## src/rtl/fifo_burst_reader.sv

```systemverilog
// Burst reader for a word-counting first-word-fall-through FIFO: pops BURST_LEN words per burst
// onto a registered valid/ready stream. Define FLUSH_TIMEOUT_EN to flush partial bursts after an idle timeout.
module fifo_burst_reader #(
  parameter int DATA_WIDTH     = 8,
  parameter int ADDRESS_WIDTH  = 4,
  parameter int BURST_LEN      = 4,
  parameter int TIMEOUT_CYCLES = 16
) (
  input  logic                   clk,
  input  logic                   reset,
  input  logic                   enable,
  input  logic [DATA_WIDTH-1:0]  fifo_r_data,
  input  logic                   fifo_empty,
  input  logic [ADDRESS_WIDTH:0] fifo_word_count,
  output logic                   fifo_read,
  output logic [DATA_WIDTH-1:0]  m_data,
  output logic                   m_valid,
  output logic                   m_last,
  input  logic                   m_ready,
  output logic                   busy,
  output logic [15:0]            bursts_sent
);

  localparam int CW = ADDRESS_WIDTH + 1;
  localparam logic [CW-1:0] BURST_CNT = CW'(BURST_LEN);

  typedef enum logic [1:0] {IDLE, LOAD, DRAIN} state_e;

  state_e                 state_q;
  logic [CW-1:0]          remaining_q;
  logic [DATA_WIDTH-1:0]  m_data_q;
  logic                   m_valid_q;
  logic                   m_last_q;
  logic [15:0]            bursts_q;

  logic pop_d;
  logic handshake_d;
  logic last_done_d;
  logic full_ok_d;

  // A pop may only refill the output register when it is empty or being drained this cycle
  assign pop_d       = (state_q == LOAD) && (remaining_q != '0) && !fifo_empty &&
                       (!m_valid_q || m_ready);
  assign handshake_d = m_valid_q && m_ready;
  assign last_done_d = handshake_d && m_last_q;
  assign full_ok_d   = enable && (fifo_word_count >= BURST_CNT);

`ifdef FLUSH_TIMEOUT_EN
  localparam int TW = $clog2(TIMEOUT_CYCLES) + 1;
  localparam logic [TW-1:0] TIMER_END = TW'(TIMEOUT_CYCLES - 1);

  logic [TW-1:0] timer_q;
  logic          timer_run_d;
  logic          timeout_d;

  assign timer_run_d = enable && !fifo_empty && (fifo_word_count < BURST_CNT);
  assign timeout_d   = timer_run_d && (timer_q == TIMER_END);

  always_ff @(posedge clk or negedge reset) begin
    if (!reset) begin
      timer_q <= '0;
    end else if ((state_q == IDLE) && timer_run_d && !timeout_d) begin
      timer_q <= timer_q + 1'b1;
    end else begin
      timer_q <= '0;
    end
  end
`endif

  always_ff @(posedge clk or negedge reset) begin
    if (!reset) begin
      state_q     <= IDLE;
      remaining_q <= '0;
      m_data_q    <= '0;
      m_valid_q   <= 1'b0;
      m_last_q    <= 1'b0;
      bursts_q    <= '0;
    end else begin
      if (pop_d) begin
        m_data_q    <= fifo_r_data;
        m_valid_q   <= 1'b1;
        m_last_q    <= (remaining_q == CW'(1));
        remaining_q <= remaining_q - 1'b1;
      end else if (handshake_d) begin
        m_valid_q <= 1'b0;
        m_last_q  <= 1'b0;
      end

      case (state_q)
        IDLE: begin
          if (full_ok_d) begin
            remaining_q <= BURST_CNT;
            state_q     <= LOAD;
          end
`ifdef FLUSH_TIMEOUT_EN
          else if (timeout_d) begin
            remaining_q <= fifo_word_count;
            state_q     <= LOAD;
          end
`endif
        end
        LOAD: begin
          // The final word may already be accepted on the cycle its pop count hits zero
          if (remaining_q == '0) begin
            if (last_done_d) begin
              bursts_q <= bursts_q + 16'd1;
              state_q  <= IDLE;
            end else begin
              state_q <= DRAIN;
            end
          end
        end
        DRAIN: begin
          if (last_done_d) begin
            bursts_q <= bursts_q + 16'd1;
            state_q  <= IDLE;
          end
        end
        default: state_q <= IDLE;
      endcase
    end
  end

  assign fifo_read   = pop_d;
  assign m_data      = m_data_q;
  assign m_valid     = m_valid_q;
  assign m_last      = m_last_q;
  assign busy        = (state_q != IDLE);
  assign bursts_sent = bursts_q;

endmodule
```

## config.mk

```make
export PLATFORM = sky130hd
export DESIGN_NAME = fifo_burst_reader
export DESIGN_NICKNAME = d
export VERILOG_FILES = /design/src/rtl/fifo_burst_reader.sv
export SDC_FILE = /design/constraint.sdc
export NUM_CORES = 1
export LEC_CHECK = 0
export BUFFER_PORTS_ARGS = -buffer_cell sky130_fd_sc_hd__buf_2
export CORE_MARGIN = 3
export CORE_UTILIZATION = 30
export CTS_BUF_LIST = sky130_fd_sc_hd__clkbuf_16
export CTS_CLUSTER_DIAMETER = 40
export DETAILED_ROUTE_END_ITERATION = 12
export GPL_TIMING_DRIVEN = 1
export PLACE_DENSITY = 0.48
export SETUP_SLACK_MARGIN = 0.3
export SLEW_MARGIN = 20
export SYNTH_ARGS = -nofsm -noshare
export SYNTH_HDL_FRONTEND = slang
export SYNTH_SLANG_ARGS = --single-unit
```

## constraint.sdc

```tcl
create_clock -name clk -period 2.1 [get_ports clk]
set_input_delay 0.21 -clock clk [delete_from_list [all_inputs] [get_ports clk]]
set_output_delay 0.21 -clock clk [all_outputs]
set_load 0.02 [all_outputs]
```

==> metrics, run 1 <==
Post-synth EDFFs=0; final worst path period need=1.832 ns; GR Util All Layers=11.92%; post-DP HPWL=2487 µm; top cell types by occurrence after synthesis=dfrtp_1 (33), xor2_1 (15), nand2_1 (11); drt drc=0; R2R cell count=8; Post-synth ARST share=100.0%; Ports=between 40 and 50; top_reg_cell synth=dfrtp_1; drt wl/cell=13.83 µm; Avg Vias per Cell=4.793; Achievable Freq=about 550 MHz; Iteration-0 DRC Markers=23; reg2reg setup slack=about 0.27 ns; CP endpoint kind=primary output; P per Cell Area=~1300 nW/µm²; initial core utilization=31.42%; worst path required time=1.89 ns; vias in the first global route=1,289; Clk pin slew, worst setup/hold paths=0.05 ns; Final Setup Violations=0; CTS tree=done; CP max stage delay=0.36 ns; register area share after synthesis=between 50% and 60%; Arr. time, crit path=1.62 ns; row count=26; Mapped Nets=160; Die Y=79.83 µm; core area=5205 µm²; largest net degree at the start of global routing=34; crit path kind=flip-flop to primary output; final hold violations=2; count leader, synth=dfrtp_1; Hold Path Class=input pin to async pin; Netlist cell types=34; clock skew=0.004061 ns; Slowest cell on crit path=dfrtp_1; Yosys reg bits=33; cts bufs inserted=5; failing checks=hold timing; yosys synthesis warning count=0; critical-path maximum fanout=5; Die Wd=79.83 µm; period utilization=approximately 87%; Nets=221; share of the synthesized area in the top cell type=50.50%; Fillers=510; Worst path most repeated cell=buf_6; pre-CTS setup slack=0.09575 ns; Routed Wire Length=3734 µm; VDD IR-drop max=802.9 µV; Non-Filler Instances=270; antenna violations before repair=0; final worst setup slack=0.2676 ns; worst relative slew slack=47.69%; crit path cell chain=inv_2 -> ha_4 -> nor4b_4 -> buf_6 -> nor4b_4 -> buf_6 -> buf_6; Setup TNS Final=0 ns; vias=approximately 1.3k; H-tree depth=2; Post-DP Area=1933 µm²; actual slew at the worst max-slew pin=between 0.7 and 0.8 ns; diode count=0; top cells by area, synth=dfrtp_1 (50%), xor2_1 (8.0%), mux2_2 (6.2%); Max-Cap Viols=0; Avg Cell Area, Syn=11.85 µm²; worst hold slack=-0.001544 ns; synthesis-to-layout area growth=40.09%; first-pass GRT wire length=5892 µm; Lkg Pwr=1.197 nW; fin area=2291 µm²; clk_lat worst skew=between 0.2 and 0.3 ns; RSZ-0062 raised after global routing=yes; synthesized netlist cell count=138; die area=6373 µm²; Max Slew Vio Count=0; total design power=~3 mW; DRT Pass-1 Iters=3; worst r2r src=remaining_q[1]$_DFF_PN0_; Routed Antenna Nets=0; mapped cell area=1635 µm²; share of layout cells above drive strength 1=between 40% and 50%; Clock Tree Root=clkbuf_16; dpl cells=250; area leader, netlist=dfrtp_1; I/O Buffers=43; clock sink count=33; FF-to-FF End=m_data[3]$_DFFE_PN0P_; Startpoint Class=flip-flop; status=complete, but fails checks; CTS max path bufs=2; Finished Core Util=44.01%; RePlAce Congestion=0.7457; GRT Residual Overflow=0
==> critical path, delay by kind of cell, from the launching register on <==
kind / cells / cell delay, ns
adder cells (fa/ha/maj): 1 / 0.15
flip-flops: 1 / 0.36
AND/OR/NAND/NOR: 2 / 0.37
buffers and inverters: 4 / 0.46
==> state kept, by name, indices dropped and copies added (netlist names) <==
name	cells
state_q	2
m_last	1
bursts_sent	16
remaining_q	5
m_valid	1
m_data	8
==> worst max-delay path by stage <==
stage	start	to
after floorplan	remaining_q[0]$_DFF_PN0_	m_data[7]$_DFFE_PN0P_
after global placement	remaining_q[0]$_DFF_PN0_	bursts_sent[1]$_DFFE_PN0P_
after detailed placement	remaining_q[0]$_DFF_PN0_	bursts_sent[1]$_DFFE_PN0P_
after CTS	remaining_q[0]$_DFF_PN0_	fifo_read
after global routing	remaining_q[0]$_DFF_PN0_	m_data[3]$_DFFE_PN0P_
final	remaining_q[1]$_DFF_PN0_	fifo_read
==> where the power goes <==
group | internal (mW) | switching, mW | total (mW)
clock | 0.551 | 0.260 | 0.810
sequential | 0.798 | 0.133 | 0.931
combinational | 0.571 | 0.617 | 1.19
total | 1.92 | 1.01 | 2.93
==> routing by layer <==
layer / wire, µm / global-route usage (%)
met1: 1583 / 14.39
met2: 1892 / 19.87
met3: 242 / 4.289
met4: 14 / 3.547
met5: 0 / 0
==> cell usage in the layout (no fill, tap or decap), types with 4 or more instances in the layout <==
| cell type | instances |
|---|---|
| buf_2 | 42 |
| dfrtp_1 | 33 |
| xor2_1 | 15 |
| nand2_1 | 11 |
| buf_4 | 8 |
| nor3_1 | 7 |
| mux2_4 | 6 |
| buf_6 | 6 |
| nor2_1 | 5 |
| nand3_1 | 5 |
| clkbuf_16 | 5 |
| inv_1 | 4 |
| and3_1 | 4 |
| nor4_2 | 4 |
==> cell families after synthesis <==
logic type / share of synthesized area [%]
fa+ha+maj: 3.061
flops: 50.50
mux: 6.198
buf+inv: 2.755
xor+xnor: 8.570
simple gates: 23.03
compound gates: 5.892
==> layout make-up <==
cell class,instances,area (µm²),share of cell area (%)
clock inverters,3,37.54,1.638
multi-input cells,98,858.3,37.47
clock buffers,5,125.1,5.461
repair buffers,56,337.8,14.75
well taps,70,87.58,3.823
flip-flops and latches,33,825.8,36.05
inverters,5,18.77,0.8192
==> timing repair <==
item                       CTS  global route
resized for setup           13            10
setup buffers               10             1
setup endpoints to repair   25            22
pin swaps                    2             5
hold buffers                 0             0
cloned                       0             1
Note: power is estimated with default switching activity, not from simulation.
==> run 2: changes to the inputs <==
--- a/config.mk
+++ b/config.mk
@@ -6,13 +6,15 @@
 export NUM_CORES = 1
 export LEC_CHECK = 0
 export BUFFER_PORTS_ARGS = -buffer_cell sky130_fd_sc_hd__buf_2
+export CELL_PAD_IN_SITES_DETAIL_PLACEMENT = 2
+export CELL_PAD_IN_SITES_GLOBAL_PLACEMENT = 2
 export CORE_MARGIN = 3
 export CORE_UTILIZATION = 30
 export CTS_BUF_LIST = sky130_fd_sc_hd__clkbuf_16
 export CTS_CLUSTER_DIAMETER = 40
 export DETAILED_ROUTE_END_ITERATION = 12
 export GPL_TIMING_DRIVEN = 1
-export PLACE_DENSITY = 0.48
+export PLACE_DENSITY = 0.7
 export SETUP_SLACK_MARGIN = 0.3
 export SLEW_MARGIN = 20
 export SYNTH_ARGS = -nofsm -noshare
==> metrics, run 2 (same netlist as run 1, synthesis figures left out) <==
Final Setup Violations=0; Die Wd=about 80 µm; worst path required time=1.89 ns; final worst path period need=between 1.5 and 2 ns; vias in the first global route=1,524; Routed Wire Length=4973 µm; Avg Vias per Cell=4.985; max reg flops=16; initial core utilization=between 30% and 40%; row count=26; worst hold slack=0.01362 ns; clock skew=0.003667 ns; share of layout cells above drive strength 1=46.83%; most frequent cells in the layout=buf_2 (42), dfrtp_1 (33), xor2_1 (15), buf_4 (14), nand2_1 (11); cts bufs inserted=5; Ports=46; core area=around 5200 µm²; fin area=2350 µm²; die area=6373 µm²; routed wl met3=203 µm; Iteration-0 DRC Markers=18; antenna violations before repair=0; Die Y=79.83 µm; clk_lat worst skew=0.27 ns; diode count=0; leading cell type in the layout, fill and taps excluded=buf_2; RePlAce Congestion=0.7536; metal2 WL=2806 µm; GRT Residual Overflow=0; H-tree depth=2; period utilization=89.24%; Clock Tree Root=clkbuf_16; CTS max path bufs=2; hold buffer count at CTS=0; VDD IR-drop max=604.8 µV; I/O Buffers=43; CP endpoint kind=primary output; M1 wire length=around 1900 µm; synthesis-to-layout area growth=43.69%; first-pass GRT wire length=7879 µm; clock sink count=33; status=finished, final reports clean; crit path kind=flip-flop to primary output; drt drc=0; Max Slew Vio Count=0; Arr. time, crit path=around 1.7 ns; largest net degree at the start of global routing=34; Post-DP Area=just under 2000 µm²; worst relative slew slack=around 47%; DRT Pass-1 Iters=4; Max-Cap Viols=0; critical-path maximum fanout=4; post-DP HPWL=3199 µm; Routed Antenna Nets=0; GR Util All Layers=16.33%; vias=roughly 1.4k; P per Cell Area=1266 nW/µm²; actual slew at the worst max-slew pin=0.7917 ns; Clk pin slew, worst setup/hold paths=0.05 ns; Hold Path Class=input pin to async pin; Achievable Freq=approximately 530 MHz; Nets=approximately 230; Lkg Pwr=1.252 nW; drt wl/cell=~18 µm; Setup TNS Final=0 ns; uppermost routed layer=met4; final hold violations=0; CTS tree=done; Fillers=557; Startpoint Class=flip-flop; RSZ-0062 raised after global routing=yes
[run 2: cell count changes in the layout (fill, tap and decap cells not counted), moves of 2 or more]
cell	change
buf_4	+6
buf_6	-2
mux2_2	-2
mux2_4	+2
[run 2: worst paths after layout]
path                                             startpoint                           to  slack, ns  cells past startpoint
worst max-delay path               remaining_q[0]$_DFF_PN0_                    fifo_read       0.23                      7
worst min-delay path                                  reset   bursts_sent[2]$_DFFE_PN0P_       0.01                      1
worst max register to register     remaining_q[0]$_DFF_PN0_        m_data[0]$_DFFE_PN0P_       0.25                      8
worst min register to register  bursts_sent[15]$_DFFE_PN0P_  bursts_sent[15]$_DFFE_PN0P_       0.47                      1
max in group asynchronous                             reset           m_last$_DFFE_PN0P_       1.59                      1
min in group clk                             fifo_r_data[7]        m_data[7]$_DFFE_PN0P_       0.17                      2
[run 2: through the flow]
| stage | setup slack, ns | std cells | power [mW] | utilization (%) |
|---|---|---|---|---|
| finish | 0.2260 | 275 | 2.974 | 45.14 |
| global route | 0.1716 | 275 | 3.165 | 45.14 |
| CTS | 0.2349 | 270 | 2.860 | 42.86 |
| detailed placement | 0.02488 | 251 | 1.889 | 37.28 |
| global placement | 0.1506 | 251 | 1.823 | 37.28 |
| floorplan | 0.2235 | 138 | 1.595 | - |
[run 2: power by group]
part / leakage, nW / internal (mW) / switching (mW)
sequential: 0.431 / 0.798 / 0.138
clock: 0.0687 / 0.428 / 0.257
combinational: 0.753 / 0.640 / 0.714
[run 2: cell type report]
| class | instances | area, µm² | share of cell area (%) |
|---|---|---|---|
| multi-input combinational | 98 | 904.6 | 38.50 |
| sequential | 33 | 825.8 | 35.14 |
| timing repair buffer | 61 | 375.4 | 15.97 |
| clock buffer | 5 | 125.1 | 5.325 |
| tap | 70 | 87.58 | 3.727 |
| inverter | 5 | 18.77 | 0.7987 |
| clock inverter | 3 | 12.51 | 0.5325 |
[run 2: timing repair]
| item | CTS | global route |
|---|---|---|
| pin swaps | 2 | 10 |
| cloned | 1 | 0 |
| setup endpoints to repair | 28 | 25 |
| setup buffers | 10 | 5 |
| endpoints found under the hold margin | 0 | 0 |
| gates resized for setup | 17 | 14 |
[run 2: metal layers]
metal / vias up / global-route usage, %
li1: 627 / -
met1: 703 / 17.80
met2: 34 / 30.97
met3: 7 / 3.499
met4: 0 / 5.405
met5: - / 0
[run 2: critical path, cell delays in order, from the launching register on]
cell	delay [ns]
dfrtp_1	0.37
inv_2	0.06
ha_4	0.15
nor4b_4	0.13
buf_4	0.16
nor4b_4	0.25
buf_6	0.15
buf_6	0.11
==> run 3: changes to the inputs <==
--- a/config.mk
+++ b/config.mk
@@ -9,12 +9,12 @@
 export CELL_PAD_IN_SITES_DETAIL_PLACEMENT = 2
 export CELL_PAD_IN_SITES_GLOBAL_PLACEMENT = 2
 export CORE_MARGIN = 3
-export CORE_UTILIZATION = 30
+export CORE_UTILIZATION = 33
 export CTS_BUF_LIST = sky130_fd_sc_hd__clkbuf_16
 export CTS_CLUSTER_DIAMETER = 40
 export DETAILED_ROUTE_END_ITERATION = 12
 export GPL_TIMING_DRIVEN = 1
-export PLACE_DENSITY = 0.7
+export PLACE_DENSITY = 0.76
 export SETUP_SLACK_MARGIN = 0.3
 export SLEW_MARGIN = 20
 export SYNTH_ARGS = -nofsm -noshare
==> metrics, run 3 (same netlist as run 1, synthesis figures left out) <==
die area=5836 µm²; H-tree depth=2; status=finished, final reports clean; critical-path maximum fanout=2; DRT Pass-1 Iters=4; Routed Wire Length=5624 µm; CP endpoint kind=primary output; Clk pin slew, worst setup/hold paths=around 0.050 ns; synthesis-to-layout area growth=50.42%; core area=approximately 4600 µm²; Slowest cell on crit path=dfrtp_1; Lkg Pwr=1.387 nW; RePlAce Congestion=0.7293; post-DP HPWL=just over 3000 µm; first-pass GRT wire length=8838 µm; crit path cell chain=inv_2 -> ha_4 -> nor4b_4 -> buf_4 -> nor4b_4 -> buf_6 -> buf_6; VDD IR-drop max=~660 µV; final hold violations=0; metal2 WL=3052 µm; cts bufs inserted=5; Finished Core Util=53.89%; worst r2r src=bursts_sent[3]$_DFFE_PN0P_; clock skew=0.001577 ns; R2R cell count=4; Routed Antenna Nets=0; GR Util All Layers=19.31%; Avg Vias per Cell=5.091; dpl cells=246; Hold Path Class=input pin to async pin; diode count=0; leading cell type in the layout, fill and taps excluded=buf_2; antenna violations before repair=0; Max Slew Vio Count=0; Final Setup Violations=0; vias=approximately 1.4k; max reg flops=16; Achievable Freq=530.3 MHz; Nets=~230; P per Cell Area=1272 nW/µm²; total design power=3.129 mW; routed wl met3=between 200 and 300 µm; period utilization=89.79%; Startpoint Class=flip-flop; clk_lat worst skew=between 0.2 and 0.3 ns; hold buffer count at CTS=0; Fillers=471; GRT Residual Overflow=0; reg2reg setup slack=approximately 0.22 ns; row count=24; Iteration-0 DRC Markers=32; Clock Tree Root=clkbuf_16; worst hold slack=between 0.01 and 0.015 ns; Non-Filler Instances=275; CTS tree=done; worst relative slew slack=between 40% and 50%; Ports=between 40 and 50; final worst path period need=about 1.9 ns; most frequent cells in the layout=buf_2 (42), dfrtp_1 (32), buf_4 (18), xor2_1 (15), nand2_1 (11); Die Wd=76.40 µm; uppermost routed layer=met4; clock sink count=33; FF-to-FF End=bursts_sent[14]$_DFFE_PN0P_; largest net degree at the start of global routing=34; CTS max path bufs=2; initial core utilization=between 30% and 40%; Max-Cap Viols=0; actual slew at the worst max-slew pin=0.7799 ns; M1 wire length=~2200 µm; share of layout cells above drive strength 1=50.48%; Die Y=76.40 µm; CP max stage delay=approximately 0.37 ns; vias in the first global route=1,679; drt wl/cell=a little over 20 µm; Arr. time, crit path=1.68 ns; Setup TNS Final=0 ns; RSZ-0062 raised after global routing=yes; crit path kind=flip-flop to primary output; I/O Buffers=43; worst path required time=1.89 ns; drt drc=0
[run 3: layer usage]
| layer | track usage [%] | vias to the layer above |
|---|---|---|
| met5 | 0 | - |
| met4 | 7.065 | 0 |
| met3 | 4.374 | 8 |
| met2 | 35.85 | 43 |
| met1 | 21.32 | 714 |
| li1 | - | 635 |
[run 3: cell type report]
class	instances	area (µm²)	area share (%)
multi-input cells	97	940.9	38.25
clock inverters	3	11.26	0.4578
repair buffers	67	455.4	18.51
flip-flops and latches	33	827.0	33.62
inverters	5	18.77	0.7630
clock buffers	5	125.1	5.086
well taps	65	81.33	3.306
[run 3: power by group]
group	total (mW)	internal, mW	switching [mW]	leakage, nW
logic	1.49	0.717	0.775	0.879
clock network	0.685	0.426	0.260	0.0776
registers	0.952	0.800	0.152	0.430
total	3.13	1.94	1.19	1.39
[run 3: repair_timing]
item | CTS | global route
gates cloned | 0 | 1
pin swaps | 3 | 20
setup buffers | 16 | 4
setup endpoints to repair | 26 | 29
gates resized for setup | 6 | 28
[run 3: critical path: cells and delay by family, from the launching register on]
kind,cells,cell delay [ns]
buffers and inverters,4,0.48
AND/OR/NAND/NOR,2,0.40
flip-flops,1,0.37
adder cells (fa/ha/maj),1,0.15
[run 3: worst max path at each step]
stage | end | slack, ns | start
2_1_floorplan | m_data[7]$_DFFE_PN0P_ | 0.22 | remaining_q[0]$_DFF_PN0_
4_1_cts | fifo_read | 0.22 | remaining_q[1]$_DFF_PN0_
6_report | fifo_read | 0.21 | remaining_q[1]$_DFF_PN0_
5_1_grt | bursts_sent[14]$_DFFE_PN0P_ | 0.12 | bursts_sent[3]$_DFFE_PN0P_
3_3_place_gp | bursts_sent[1]$_DFFE_PN0P_ | 0.14 | remaining_q[0]$_DFF_PN0_
3_5_place_dp | bursts_sent[1]$_DFFE_PN0P_ | 0.03 | remaining_q[0]$_DFF_PN0_
[run 3: stage by stage]
step	cell area (µm²)	setup slack, ns
after floorplan	1645	0.2235
after global placement	1934	0.1367
after detailed placement	1934	0.02948
after CTS	2236	0.2202
after global routing	2460	0.1250
final	2460	0.2143
